$ cat src/rtl/llrf_sync_gen.sv
// Periodic DDS sync-pulse generator: free-runs at a programmable period,
// re-phases on timing-system events and tracks phase lock.
module llrf_sync_gen #(
    parameter int CW          = 16,
    parameter int DEFAULT_PRD = 10,
    parameter int LOCK_CNT    = 4,
    parameter int TOL         = 0
) (
    input  logic          clk,
    input  logic          rst,
    input  logic          ena,
    input  logic [CW-1:0] prd,
    input  logic          prd_wr,
    input  logic          sync_ev_p,
    output logic          sync,
    output logic [CW-1:0] phase_err,
    output logic          phase_err_vld,
    output logic          locked,
    output logic [7:0]    realign_cnt
);

    localparam int LW = $clog2(LOCK_CNT + 1);

    logic [CW-1:0] cnt;
    logic [CW-1:0] prd_act;
    logic [CW-1:0] prd_shadow;
    logic          pend;
    logic [LW-1:0] lock_cnt;

    logic [CW-1:0] prd_clamp;
    logic [CW-1:0] shadow_nxt;
    logic          pend_nxt;
    logic          wrap;
    logic          boundary;
    logic [CW-1:0] cnt_inc;
    logic [CW-1:0] pe_calc;
    logic          in_tol;

    always_comb begin
        prd_clamp  = (prd < CW'(2)) ? CW'(2) : prd;
        // A write in the boundary cycle itself must be the value applied there.
        shadow_nxt = prd_wr ? prd_clamp : prd_shadow;
        pend_nxt   = pend | prd_wr;
        wrap       = (cnt == prd_act - CW'(1));
        boundary   = wrap | sync_ev_p;
        cnt_inc    = cnt + CW'(1);
        pe_calc    = (cnt_inc == prd_act) ? '0 : cnt_inc;
        in_tol     = (pe_calc <= CW'(TOL)) || (pe_calc >= prd_act - CW'(TOL));
    end

    always_ff @(posedge clk) begin
        if (rst) begin
            cnt           <= '0;
            prd_act       <= CW'(DEFAULT_PRD);
            prd_shadow    <= CW'(DEFAULT_PRD);
            pend          <= 1'b0;
            lock_cnt      <= '0;
            sync          <= 1'b0;
            phase_err     <= '0;
            phase_err_vld <= 1'b0;
            locked        <= 1'b0;
            realign_cnt   <= '0;
        end else begin
            sync          <= 1'b0;
            phase_err_vld <= 1'b0;
            prd_shadow    <= shadow_nxt;
            pend          <= pend_nxt;
            if (!ena) begin
                cnt      <= '0;
                locked   <= 1'b0;
                lock_cnt <= '0;
                if (pend_nxt) begin
                    prd_act <= shadow_nxt;
                    pend    <= 1'b0;
                end
            end else begin
                if (boundary) begin
                    cnt  <= '0;
                    sync <= 1'b1;
                end else begin
                    cnt <= cnt_inc;
                end
                if (sync_ev_p) begin
                    phase_err     <= pe_calc;
                    phase_err_vld <= 1'b1;
                    if (in_tol) begin
                        if (lock_cnt != LW'(LOCK_CNT))
                            lock_cnt <= lock_cnt + LW'(1);
                        locked <= (lock_cnt >= LW'(LOCK_CNT - 1));
                    end else begin
                        lock_cnt <= '0;
                        locked   <= 1'b0;
                        if (realign_cnt != '1)
                            realign_cnt <= realign_cnt + 8'd1;
                    end
                end
                // Period switch overrides any lock gained by a coincident event.
                if (boundary && pend_nxt) begin
                    prd_act  <= shadow_nxt;
                    pend     <= 1'b0;
                    lock_cnt <= '0;
                    locked   <= 1'b0;
                end
            end
        end
    end

endmodule

$ cat config.mk
export PLATFORM = sky130hd
export DESIGN_NAME = llrf_sync_gen
export DESIGN_NICKNAME = d
export VERILOG_FILES = /design/src/rtl/llrf_sync_gen.sv
export SDC_FILE = /design/constraint.sdc
export NUM_CORES = 1
export LEC_CHECK = 0
export CORE_ASPECT_RATIO = 1.4
export CORE_MARGIN = 5
export CORE_UTILIZATION = 49
export CTS_CLUSTER_SIZE = 10
export DETAILED_ROUTE_END_ITERATION = 16
export PLACE_DENSITY = 0.7
export SLEW_MARGIN = 20
export SYNTH_ARGS = -nofsm -noshare
export SYNTH_HDL_FRONTEND = slang
export SYNTH_SLANG_ARGS = --single-unit
$ cat constraint.sdc
create_clock -name clk -period 11.7 [get_ports clk]
set_input_delay 2.34 -clock clk [delete_from_list [all_inputs] [get_ports clk]]
set_output_delay 2.34 -clock clk [all_outputs]
set_load 0.01 [all_outputs]
# [Yosys cells after proc, flatten, opt, wreduce, memory -nomap -nowiden]
# Index checks and enable logic that the tools add are counted.
# W data, S select, Z words.
[word_totals] in_bits=21 ff_bits=79
[op_classes] add_sub_neg=4 n_lt_le_gt_ge=4 n_eq_ne=6 muxes=11 n_bitwise=4 n_reduce_logical=10
[ops] op="$mux W16" n=6
[ops] op="$eq A16 B16 Y1" n=2
[ops] op="$add A16 B1 Y16 const B" n=1
[ops] op="$ge A16 B16 Y1" n=1
[ops] op="$le A16 B1 Y1 const B" n=1
[ops] op="$lt A16 B2 Y1 const B" n=1
[ops] op="$sub A16 B1 Y16 const B" n=1
[ops] op="$add A8 B1 Y8 const B" n=1
[ops] op="$ne A8 B8 Y1 const B" n=1
[ops] op="$mux W3" n=2
[ops] op="$reduce_and A2 Y1" n=3
[ops] op="$reduce_or A3 Y1" n=2
[ops] op="$ne A2 B1 Y1 const B" n=2
[ops] op="$reduce_and A4 Y1" n=1
[ops] op="$add A3 B1 Y3 const B" n=1
[ops] op="$ge A3 B2 Y1 const B" n=1
[ops] op="$mux W1" n=3
[ops] op="$ne A3 B3 Y1 const B" n=1
[ops] op="$not A1 Y1" n=2
[ops] op="$or A1 B1 Y1" n=2
[ops] op="$reduce_bool A2 Y1" n=1
[ops] op="$reduce_or A2 Y1" n=1
[ops] op="$logic_and A1 B1 Y1" n=1
[ops] op="$logic_or A1 B1 Y1" n=1

# [Depth between registers and ports, before layout]
# Gate-level depths: netlist of run 1.
[depth] ltp_word=7 depth_mapped=20 mapped_depth_nobuf=16

# [Worst setup path after synthesis of run 1]
# No wires, ideal clock.
[synth_timing] path_kind="register to register" from="register cnt[1]" to="register realign_cnt[7]" setup_ps=70 t_required_ps=11630 path_slack_ps=7329 t_arrival_ps=4301 stages_incl_launch_ff=19 cell_sequence="dfxtp_1 > ha_1 > and3_1 > clkbuf_1 > a21oi_1 > a2111o_1 > nor4_1 > and4_1 > buf_6 > clkbuf_1 > nor2_1 > ha_1 > a21o_1 > a21o_1 > a21oi_1 > o211ai_1 > or3_4 > or4_1 > a21oi_1"
[synth_between] elab_chain_len=7 elab_cells_between_ends=8 classes_between="add/sub (1); order compare (2); eq/ne (1); mux (1); bitwise (1); reduce/logical (2)"
[synth_rtl] item="start, declared" line="24" source="logic [CW-1:0] cnt;"
[synth_rtl] item="start signal, assigned" line="81" source="cnt <= cnt_inc;"
[synth_rtl] item="$add A16 B1 Y16 *" line="46" source="cnt_inc = cnt + CW'(1);"
[synth_rtl] item="$eq A16 B16 Y1" line="47" source="pe_calc = (cnt_inc == prd_act) ? '0 : cnt_inc;"
[synth_rtl] item="$mux W16 *" line="47"
[synth_rtl] item="named net pe_calc[13]" line="36" source="logic [CW-1:0] pe_calc;"
[synth_rtl] item="$le A16 B1 Y1 / $ge A16 B16 Y1 (equally long branches)" line="48" source="in_tol = (pe_calc <= CW'(TOL)) || (pe_calc >= prd_act - CW'(TOL));"
[synth_rtl] item="$logic_or A1 B1 Y1 *" line="48"
[synth_rtl] item="$not A1 Y1 (no source line) *"
[synth_rtl] item="$reduce_and A4 Y1 (no source line) *"
[synth_rtl] item="end signal, assigned" line="94" source="realign_cnt <= realign_cnt + 8'd1;"
[synth_rtl] item="end, declared" line="19" source="output logic [7:0] realign_cnt"
# Mark *: on every way through the listed nets, which the timed path passes. The rest lies on a longest branch.
# A chain may end at the register's enable or synchronous reset.

# [Worst setup path after layout of run 1]
[layout_timing] from="register cnt[0]" to="register realign_cnt[5]"
# The elaborated chain is that of the path after synthesis.

==> impl_results.rst, run 1 <==
.. list-table::
   :header-rows: 1

   * - Metric
     - Value
   * - Result of the run
     - complete, no violations
   * - CTS Hold Buffers Added
     - 0
   * - Worst clock skew on the final layout
     - 0.0126 ns
   * - Share of synthesized area occupied by flip-flops and latches
     - 0.337
   * - Worst-path cell chain
     - ha_1 -> xnor2_1 -> o21ai_0 -> a32o_1 -> a2111oi_0 -> and4_1 -> nor2_1 -> ha_1 -> a2111oi_0 -> nand2_1 -> o21ai_0 -> o211ai_1 -> nor4_4 -> nand4_1 -> mux2_2
   * - Iteration-0 DRC Markers
     - 326
   * - Largest stage delay on the critical path
     - 0.74 ns
   * - Accumulated negative setup slack
     - 0 ns
   * - Fraction of final layout cells sized beyond drive strength 1
     - 0.0629
   * - TritonCTS clock tree
     - yes
   * - WL per Instance
     - 17.8 µm
   * - Number of placement rows
     - 42
   * - Clock-pin transition on the worst setup and hold timing paths
     - 0.06 ns
   * - Largest family of logic cells by synthesized area
     - simple AND/OR/NAND/NOR gates
   * - Die footprint
     - 11700 µm²
   * - Post-synthesis simple-gate area fraction
     - 0.255
   * - Power per Cell Area
     - 116 nW/µm²
   * - Xor-xnor portion of the synthesized cell area
     - 0.0876
   * - Post-synthesis cell count
     - 563
   * - Count of pins over their slew limit
     - 0
   * - Starting utilization of the core area
     - 0.499
   * - Standby leakage power
     - 2.05 nW
   * - Fill cell count
     - 853
   * - Biggest fanout along the worst timing path
     - 19
   * - Clock buffer count from CTS
     - 9
   * - Final setup violation count
     - 0
   * - Number of enable flip-flop cells after synthesis
     - 0
   * - Critical path data arrival time
     - 5.53 ns
   * - Placed standard-cell area
     - 5110 µm²
   * - Synthesized area per cell
     - 8.35 µm²
   * - Post-layout net count
     - 627
   * - Via count of the first global-routing pass
     - 4091
   * - Detail Placement HPWL
     - 9.49 mm
   * - Kind of cell adding the most delay to the critical path
     - simple AND/OR/NAND/NOR gates
   * - Achievable clock frequency
     - 188 MHz
   * - Warnings, synthesis
     - 0
   * - Final Hold Violating Endpoints
     - 0
   * - Root buffer cell
     - clkbuf_16
   * - Category of the most critical setup path
     - reg2reg
   * - Detailed-route DRC error count
     - 0
   * - Core Area
     - 9410 µm²
   * - Async set-reset flop share out of synthesis
     - 0
   * - Quantity of gates resized following cts
     - 0
   * - Chip width
     - 92.8 µm
   * - Fraction of post-synthesis cell area in the top cell type by area
     - 0.337
   * - Final Instance Area
     - 5420 µm²
   * - CP endpoint kind
     - flip-flop
   * - Number of levels in the clock H-tree
     - 3
   * - Required @ worst endpoint
     - 11.92 ns
   * - Number of routed nets with antenna violations
     - 0
   * - Global route overflow
     - 0
   * - Detailed-router iteration count before antenna repair
     - 5
   * - Buffer levels on the longest clock path
     - 2
   * - Vias post-DR
     - 4100
   * - Primary FF master, synth
     - dfxtp_1
   * - Critical Path Start Type
     - flip-flop
   * - Class of the worst hold path
     - reg2reg
   * - Post-Syn Area
     - 4700 µm²
   * - IO Port Bufs
     - 47
   * - Most area-hungry cell type in the Yosys netlist
     - dfxtp_1
   * - Clock latency on the worst-skew pair
     - 0.34 ns
   * - First-pass GRT wire length
     - 20.6 mm
   * - Largest vdd supply drop
     - 0.0737 mV
   * - Number of distinct standard cells referenced by the synthesized netlist
     - 63
   * - Max-Slew Margin vs Limit
     - 0.338
   * - Part of the cycle the worst path needs
     - 0.454
   * - Number of max-cap violations
     - 0
   * - Largest net degree at the start of global routing
     - 42
   * - Cell types with the largest area share after synthesis
     - dfxtp_1, xnor2_1, ha_1
   * - DIE HEIGHT
     - 126 µm
   * - Slowest CP cell
     - and4_1
   * - Adder and majority cell fraction of the synthesized area
     - 0.0586
   * - RSZ-0062 raised after global routing
     - false
   * - Area growth from synthesis to layout
     - 15.4%
   * - Number of sinks handled by clock tree synthesis
     - 79
   * - Final wirelength
     - 12.4 mm
   * - Number of inserted diodes
     - 0
   * - Final Wtd Congestion
     - 0.942
   * - Least-Margin Pin Slew
     - 0.990 ns
   * - Combined flip-flop and latch cell area
     - 1580 µm²
   * - Post-synthesis compound-gate area fraction
     - 0.155
   * - Vias per cell
     - 5.87
   * - Multiplexer share of the synthesized area
     - 0.0434
   * - Time the final worst path needs with I/O delays and setup
     - 5.31 ns
   * - Number of buffers inserted by post-CTS setup repair
     - 0
   * - Reg-to-reg setup timing slack
     - 6.39 ns
   * - Syn Nets
     - 606
   * - Global routing usage summed across all routing layers
     - 0.220
   * - Flop and latch count out of synthesis
     - 79
   * - Number of primary I/O pins
     - 48
   * - Antenna violations before repair
     - 0
   * - Bufs and invs on worst path
     - 0
   * - Area of the multi-input gates
     - 2840 µm²
## through the flow
stage / cells / util / hold WS (ns) / setup WS, ns / total power (W)
floorplan: 563 / - / 0.438 / 7.33 / 0.000335
global placement: 683 / 0.544 / 0.449 / 6.42 / 0.000357
detailed placement: 683 / 0.544 / 0.450 / 6.23 / 0.000358
CTS: 698 / 0.575 / 0.457 / 6.23 / 0.000632
global route: 698 / 0.576 / 0.477 / 5.84 / 0.000653
finish: 698 / 0.576 / 0.456 / 6.39 / 0.000631
## kinds of logic after synthesis
logic type / count (synthesis)
buffers and inverters: 64
and+or+nand+nor: 226
muxes: 20
AOI/OAI and AO/OA: 105
xor gates and xnor gates: 47
DFF: 79
adders and majority gates: 22
## Yosys cell counts, types with 4 or more instances
| cell type | instances |
|---|---|
| o21ai_0 | 12 |
| a31o_2 | 4 |
| nor2_1 | 66 |
| a21o_1 | 4 |
| a21oi_1 | 39 |
| nand3_1 | 15 |
| nor3_1 | 11 |
| or3_1 | 6 |
| xnor2_1 | 35 |
| inv_1 | 26 |
| and2_1 | 4 |
| ha_1 | 22 |
| clkbuf_1 | 15 |
| a31oi_1 | 4 |
| nand2b_1 | 9 |
| xor2_1 | 12 |
| nor2b_1 | 4 |
| a22o_1 | 14 |
| mux2i_1 | 17 |
| nand4_1 | 15 |
| buf_4 | 4 |
| and3_1 | 10 |
| dfxtp_1 | 79 |
| nand2_1 | 52 |
| nor4_1 | 9 |
| buf_6 | 4 |
| buf_2 | 14 |
## power breakdown
part           internal [W]  switching, W
registers          0.000277    0.00000985
logic             0.0000299     0.0000367
clock network      0.000170      0.000108
total              0.000477      0.000154
## metal layers
metal | GRT usage | share of wire | vias to the layer above
met5 | 0 | 0 | -
met4 | 0.0854 | 0.021 | 0
met3 | 0.0394 | 0.045 | 25
met2 | 0.380 | 0.51 | 126
met1 | 0.271 | 0.42 | 1931
li1 | - | - | 2018
## path summary, 6_finish.rpt
| path | cells after the start | to | from |
|---|---|---|---|
| max | 15 | realign_cnt[5] | cnt[0] |
| min | 2 | phase_err[5] | phase_err[5] |
| max reg2reg | 15 | realign_cnt[5] | cnt[0] |
| min reg2reg | 2 | phase_err[5] | phase_err[5] |
## registers in the layout, summed over array words and instances (netlist names)
signal / count
lock_cnt: 3
cnt: 16
prd_shadow: 16
pend: 1
phase_err_vld: 1
locked: 1
sync: 1
phase_err: 16
realign_cnt: 8
prd_act: 16
## final cells by class
type | instances | area share
Multi-Input combinational cell | 420 | 0.523
Clock buffer | 12 | 0.0455
Clock inverter | 3 | 0.00808
Sequential cell | 79 | 0.292
Timing Repair Buffer | 48 | 0.0881
Tap cell | 110 | 0.0254
Inverter | 26 | 0.0180
## worst min-delay path: cells and delay by family, from the launching register on
| kind | cells | cell delay, ns |
|---|---|---|
| AND/OR/NAND/NOR | 1 | 0.05 |
| AO/OA/AOI/OAI | 1 | 0.05 |
| flip-flops | 1 | 0.31 |
## layout by cell type (no fill, tap or decap), types with 9 or more instances in the layout
| master | instances |
|---|---|
| a21oi_1 | 39 |
| a22o_1 | 14 |
| and3_1 | 10 |
| clkbuf_16 | 9 |
| clkdlybuf4s50_1 | 47 |
| dfxtp_1 | 79 |
| ha_1 | 22 |
| inv_1 | 26 |
| mux2i_1 | 17 |
| nand2_1 | 52 |
| nand2b_1 | 9 |
| nand3_1 | 15 |
| nand4_1 | 15 |
| nor2_1 | 66 |
| nor3_1 | 11 |
| o21ai_0 | 12 |
| xnor2_1 | 35 |
| xor2_1 | 12 |
Power figures use the tool's default switching activity.
==> run 2: changes to the inputs <==
--- a/config.mk
+++ b/config.mk
@@ -10,7 +10,7 @@
 export CORE_UTILIZATION = 49
 export CTS_CLUSTER_SIZE = 10
 export DETAILED_ROUTE_END_ITERATION = 16
-export PLACE_DENSITY = 0.7
+export PLACE_DENSITY = 0.73
 export SLEW_MARGIN = 20
 export SYNTH_ARGS = -nofsm -noshare
 export SYNTH_HDL_FRONTEND = slang
==> constraint.sdc (replaced) <==
create_clock -name clk -period 4.3 [get_ports clk]
set_input_delay 0.86 -clock clk [delete_from_list [all_inputs] [get_ports clk]]
set_output_delay 0.86 -clock clk [all_outputs]
set_load 0.01 [all_outputs]
==> impl_results.rst, run 2 (synthesis results as in run 1) <==
.. list-table::
   :header-rows: 1

   * - Metric
     - Value
   * - Result of the run
     - complete, no violations
   * - Clock-pin transition on the worst setup and hold timing paths
     - 0.06 ns (about the same)
   * - Time the final worst path needs with I/O delays and setup
     - 4.16 ns (-1.15 ns)
   * - Number of inserted diodes
     - 0 (unchanged)
   * - DIE HEIGHT
     - 126 µm (unchanged)
   * - Category of the most critical setup path
     - reg2reg
   * - Iteration-0 DRC Markers
     - 252 (-23%)
   * - Class of the worst hold path
     - reg2reg
   * - CP endpoint kind
     - flip-flop
   * - Number of placement rows
     - 42 (unchanged)
   * - Standby leakage power
     - 2.35 nW (+14%)
   * - Cell total after placement
     - 730 (+6.9%)
   * - Area growth from synthesis to layout
     - 25.4%
   * - Combinational cell fraction of total power
     - 0.118 (+0.012)
   * - Detail Placement HPWL
     - 10.2 mm (+7.4%)
   * - Hold path depth
     - 2 (unchanged)
   * - Worst min-delay path startpoint
     - phase_err[9]
   * - Fraction of final layout cells sized beyond drive strength 1
     - 0.163 (+0.0998)
   * - Core Area
     - 9410 µm² (unchanged)
   * - Power per Cell Area
     - 291 nW/µm² (+150%)
   * - Clock latency on the worst-skew pair
     - 0.34 ns (about the same)
   * - Critical Path Start Type
     - flip-flop
   * - Final Instance Area
     - 5890 µm² (+8.7%)
   * - Clock buffer count from CTS
     - 9 (unchanged)
   * - WL per Instance
     - 17.7 µm (-0.42%)
   * - TritonCTS clock tree
     - yes
   * - Depth of the worst register-to-register path
     - 17 (+2)
   * - Chip width
     - 92.8 µm (unchanged)
   * - Critical path data arrival time
     - 4.43 ns (-1.10 ns)
   * - Most frequent standard cell in the layout excluding fill and tap cells
     - dfxtp_1
   * - Post-route insts no fill
     - 749 (+7.3%)
   * - Worst hold-check slack
     - 0.460 ns (+0.00413 ns)
   * - Via count of the first global-routing pass
     - 4411 (+7.8%)
   * - IO Port Bufs
     - 47 (unchanged)
   * - Net switching power figure
     - 0.000444 W (+190%)
   * - Global routing usage summed across all routing layers
     - 0.233 (+0.0128)
   * - Sequential group share of total power
     - 0.452 (-0.003)
   * - Vias post-DR
     - 4344 (+6.0%)
   * - End point of the most critical hold path
     - phase_err[9]
   * - Reg-to-reg setup timing slack
     - 0.14 ns (-6.25 ns)
   * - Post-layout net count
     - 677 (+8.0%)
   * - Biggest fanout along the worst timing path
     - 7 (-12)
   * - Number of max-cap violations
     - 0 (unchanged)
   * - Achievable clock frequency
     - 241 MHz (+28%)
   * - Max-Slew Margin vs Limit
     - 0.580 (+0.242)
   * - Total power draw
     - 0.00172 W (+170%)
   * - Starting utilization of the core area
     - 0.499 (unchanged)
   * - Clk network pwr share
     - 0.430 (-0.010)
   * - Least-Margin Pin Slew
     - 0.621 ns (-0.369 ns)
   * - Final setup violation count
     - 0 (unchanged)
   * - Count of pins over their slew limit
     - 0 (unchanged)
   * - Switching portion of total power
     - 0.259 (+0.0144)
   * - Largest net degree at the start of global routing
     - 42 (unchanged)
   * - Antenna violations before repair
     - 0 (unchanged)
   * - Buffer levels on the longest clock path
     - 2 (unchanged)
   * - First-pass GRT wire length
     - 21.7 mm (+5.4%)
   * - Global route overflow
     - 0 (unchanged)
   * - RR Startpoint
     - cnt[1]
   * - Fill cell count
     - 827 (-3.0%)
   * - Number of levels in the clock H-tree
     - 3 (unchanged)
   * - Largest vdd supply drop
     - 0.239 mV (+220%)
   * - Number of primary I/O pins
     - 48 (unchanged)
   * - Internal power
     - 0.00127 W (+170%)
   * - Final wirelength
     - 13.3 mm (+6.9%)
   * - Root buffer cell
     - clkbuf_16
   * - Final Hold Violating Endpoints
     - 0 (unchanged)
   * - Detailed-router iteration count before antenna repair
     - 5 (unchanged)
   * - Final Wtd Congestion
     - 0.944 (+0.18%)
   * - Die footprint
     - 11700 µm² (unchanged)
   * - Worst clock skew on the final layout
     - 0.00425 ns (-0.00834 ns)
   * - Required @ worst endpoint
     - 4.57 ns (-7.35 ns)
   * - Vias per cell
     - 5.80 (-1.3%)
   * - Number of routed nets with antenna violations
     - 0 (unchanged)
   * - Part of the cycle the worst path needs
     - 0.966 (+0.513)
   * - Critical register-to-register path endpoint
     - realign_cnt[7]
   * - Number of sinks handled by clock tree synthesis
     - 79 (unchanged)
   * - Detailed-route DRC error count
     - 0 (unchanged)
   * - Placed standard-cell area
     - 5470 µm² (+6.9%)
   * - Top library cells by usage in the layout, fill and taps aside
     - dfxtp_1, nor2_1, nand2_1
-- run 2: metal layers --
layer  share of wire  global-route usage
met3           0.037              0.0418
met4           0.042               0.112
met1            0.41               0.269
met2            0.51               0.412
met5               0                   0
-- run 2: layout make-up --
class / instances / area, µm² / share of cell area
timing repair buffer: 98 / 873 / 0.148
clock inverter: 5 / 38.8 / 0.00658
inverter: 26 / 97.6 / 0.0166
tap: 110 / 138 / 0.0234
multi-input combinational: 420 / 2900 / 0.492
clock buffer: 11 / 253 / 0.0429
sequential: 79 / 1590 / 0.270
-- run 2: repair_timing --
action,4_1_cts,5_1_grt
gates resized for setup,3,20
setup endpoints to repair,1,8
pin swaps,0,8
buffers inserted,0,3
hold buffers,0,0
-- run 2: worst max-delay path, cell delays in order, from the launching register on --
cell and delay, ns:
dfxtp_4 0.38, ha_4 0.18, nand3_4 0.11, buf_12 0.14, nor4_4 0.30, a21oi_1 0.07
a2111oi_0 0.39, and4_4 0.35, buf_6 0.13, nor2_1 0.06, ha_1 0.33, a21o_1 0.16
a21o_1 0.18, a21oi_2 0.13, o211ai_1 0.14, or3_4 0.41, or4_4 0.51, a21oi_2 0.12
-- run 2: worst max-delay path by stage --
stage	start	end	slack, ns	cells after the start
floorplan	cnt[1]	realign_cnt[7]	0.09	18
global placement	cnt[0]	realign_cnt[7]	0.08	16
detailed placement	cnt[1]	realign_cnt[7]	-0.05	16
CTS	cnt[1]	realign_cnt[7]	0.008	15
global route	cnt[1]	realign_cnt[7]	-0.03	17
finish	cnt[1]	realign_cnt[7]	0.14	17
-- run 2: power groups by stage --
stage | clock network, W | logic (W) | registers, W
CTS | 0.000752 | 0.000199 | 0.000775
global placement | 0 | 0.000192 | 0.000790
finish | 0.000738 | 0.000203 | 0.000775
detailed placement | 0 | 0.000196 | 0.000791
global route | 0.000788 | 0.000223 | 0.000776
floorplan | 0 | 0.000129 | 0.000782
-- run 2: through the flow --
stage	setup WS, ns	TNS, ns	util
floorplan	0.0887	0	-
global placement	0.0804	0	0.582
detailed placement	-0.0466	-0.0466	0.582
CTS	0.00831	0	0.614
global route	-0.0260	-0.0260	0.626
finish	0.144	0	0.626
==> run 3: changes to the inputs <==
--- a/config.mk
+++ b/config.mk
@@ -5,7 +5,7 @@
 export SDC_FILE = /design/constraint.sdc
 export NUM_CORES = 1
 export LEC_CHECK = 0
-export CORE_ASPECT_RATIO = 1.4
+export CORE_ASPECT_RATIO = 0.8
 export CORE_MARGIN = 5
 export CORE_UTILIZATION = 49
 export CTS_CLUSTER_SIZE = 10
==> impl_results.rst, run 3 (synthesis results as in run 1) <==
.. list-table::
   :header-rows: 1

   * - Metric
     - Value
   * - Post-route insts no fill
     - 748 (-0.13%)
   * - Clock buffer count from CTS
     - 9 (unchanged)
   * - CP endpoint kind
     - flip-flop
   * - Detailed-router iteration count before antenna repair
     - 5 (unchanged)
   * - Critical Path Start Type
     - flip-flop
   * - IO Port Bufs
     - 47 (unchanged)
   * - Max-Slew Margin vs Limit
     - 0.376 (-0.204)
   * - DIE HEIGHT
     - 97.6 µm (-22%)
   * - Highest routed metal layer
     - met4
   * - Number of max-cap violations
     - 0 (unchanged)
   * - Number of sinks handled by clock tree synthesis
     - 79 (unchanged)
   * - Standby leakage power
     - 2.29 nW (-2.5%)
   * - Root buffer cell
     - clkbuf_16
   * - Detailed-route DRC error count
     - 0 (unchanged)
   * - WL per Instance
     - 17.1 µm (-3.3%)
   * - Area growth from synthesis to layout
     - 23.7%
   * - Category of the most critical setup path
     - reg2reg
   * - Least-Margin Pin Slew
     - 0.923 ns (+0.301 ns)
   * - Class of the worst hold path
     - reg2reg
   * - Final core utilization
     - 0.612 (-0.0139)
   * - Achievable clock frequency
     - 240 MHz (-0.23%)
   * - Number of routed nets with antenna violations
     - 0 (unchanged)
   * - Core Area
     - 9490 µm² (+0.88%)
   * - Global routing usage summed across all routing layers
     - 0.220 (-0.0131)
   * - Part of the cycle the worst path needs
     - 0.969 (+0.00222)
   * - Largest vdd supply drop
     - 0.190 mV (-20%)
   * - First-pass GRT wire length
     - 20.9 mm (-3.7%)
   * - Top library cells by usage in the layout, fill and taps aside
     - dfxtp_1, nor2_1, nand2_1
   * - Worst clock skew on the final layout
     - 0.00733 ns (+0.00308 ns)
   * - Via count of the first global-routing pass
     - 4173 (-5.4%)
   * - Chip width
     - 119 µm (+29%)
   * - Number of levels in the clock H-tree
     - 3 (unchanged)
   * - Required @ worst endpoint
     - 4.57 ns (about the same)
   * - Count of pins over their slew limit
     - 0 (unchanged)
   * - Vias per cell
     - 5.72 (-1.5%)
   * - Critical path data arrival time
     - 4.44 ns (about the same)
   * - Final Hold Violating Endpoints
     - 0 (unchanged)
   * - Post-layout net count
     - 667 (-1.5%)
   * - Number of primary I/O pins
     - 48 (unchanged)
   * - Final setup violation count
     - 0 (unchanged)
   * - CTS Hold Buffers Added
     - 0 (unchanged)
   * - Setup WS post-layout
     - 0.135 ns (-0.00953 ns)
   * - Die footprint
     - 11700 µm² (-0.13%)
   * - Power per Cell Area
     - 298 nW/µm² (+2.3%)
   * - Total met2 wirelength after detailed routing
     - 5.98 mm (-12%)
   * - DRT met1 WL
     - 6.13 mm (+13%)
   * - Detail Placement HPWL
     - 9.68 mm (-5.1%)
   * - Result of the run
     - complete, no violations
   * - Antenna violations before repair
     - 0 (unchanged)
   * - Biggest fanout along the worst timing path
     - 9 (+2)
   * - Clock-pin transition on the worst setup and hold timing paths
     - 0.06 ns (about the same)
   * - Largest net degree at the start of global routing
     - 42 (unchanged)
   * - Number of placement rows
     - 32 (-24%)
   * - Fraction of final layout cells sized beyond drive strength 1
     - 0.145 (-0.0181)
   * - Worst slack at placement
     - -0.114 ns (-0.0673 ns)
   * - Cell total after placement
     - 729 (-0.14%)
   * - Time the final worst path needs with I/O delays and setup
     - 4.17 ns (+0.00953 ns)
   * - Number of inserted diodes
     - 0 (unchanged)
   * - Starting utilization of the core area
     - 0.495 (-0.00435)
   * - Most frequent standard cell in the layout excluding fill and tap cells
     - dfxtp_1
   * - TritonCTS clock tree
     - yes
   * - Final wirelength
     - 12.8 mm (-3.4%)
   * - Clock latency on the worst-skew pair
     - 0.34 ns (about the same)
   * - Iteration-0 DRC Markers
     - 278 (+10%)
   * - Global route overflow
     - 0 (unchanged)
   * - Accumulated negative setup slack
     - 0 ns (unchanged)
   * - Final Wtd Congestion
     - 0.907 (-4.0%)
   * - Buffer levels on the longest clock path
     - 2 (unchanged)
   * - Met3 wire length
     - 573 µm (+16%)
   * - Vias post-DR
     - 4275 (-1.6%)
   * - Total power draw
     - 0.00173 W (+0.95%)
==> run 3: per-stage QoR <==
stage               area [µm²]  hold WS, ns
finish                    5810        0.453
global route              5810        0.473
global placement          5400        0.446
detailed placement        5400        0.449
CTS                       5700        0.457
floorplan                 4700        0.438
==> run 3: power by group <==
group          total [W]  switching (W)  internal (W)
registers       0.000772      0.0000190      0.000753
logic           0.000202       0.000111     0.0000911
clock network   0.000759       0.000294      0.000465
==> run 3: critical path, cell delays in order (launching register included) <==
cell,delay (ns)
dfxtp_2,0.35
ha_4,0.19
buf_4,0.12
and3_1,0.20
a21oi_1,0.11
a2111o_1,0.38
nor4_1,0.24
and4_4,0.29
buf_6,0.13
nor2_1,0.07
ha_1,0.32
a21o_1,0.17
a21o_1,0.18
a21oi_2,0.14
o211ai_1,0.15
or3_4,0.40
or4_1,0.50
a21oi_1,0.15
==> run 3: final timing paths <==
kind	start	to	slack [ns]	cells past startpoint
setup / recovery	cnt[1]	realign_cnt[7]	0.13	17
hold / removal	phase_err[10]	phase_err[10]	0.45	2
setup reg to reg	cnt[1]	realign_cnt[7]	0.13	17
hold reg to reg	phase_err[10]	phase_err[10]	0.45	2
==> run 3: metal layers <==
layer | up-vias | global-route usage
met5 | - | 0
met4 | 0 | 0.0651
met3 | 15 | 0.0425
met2 | 111 | 0.353
met1 | 2044 | 0.300
li1 | 2105 | -
==> run 3: layout make-up <==
cell class | instances | area (µm²)
clock inverters | 3 | 42.5
fillers | 839 | 3680
flip-flops and latches | 79 | 1590
multi-input cells | 420 | 2900
clock buffers | 13 | 250
inverters | 26 | 97.6
repair buffers | 88 | 782
well taps | 119 | 149
==> run 3: timing repair <==
item                                    4_1_cts  5_1_grt
buffers inserted                              1        2
resized for setup                             3       22
gates cloned                                  0        0
pin swaps                                     1        5
endpoints found under the setup margin        2       12
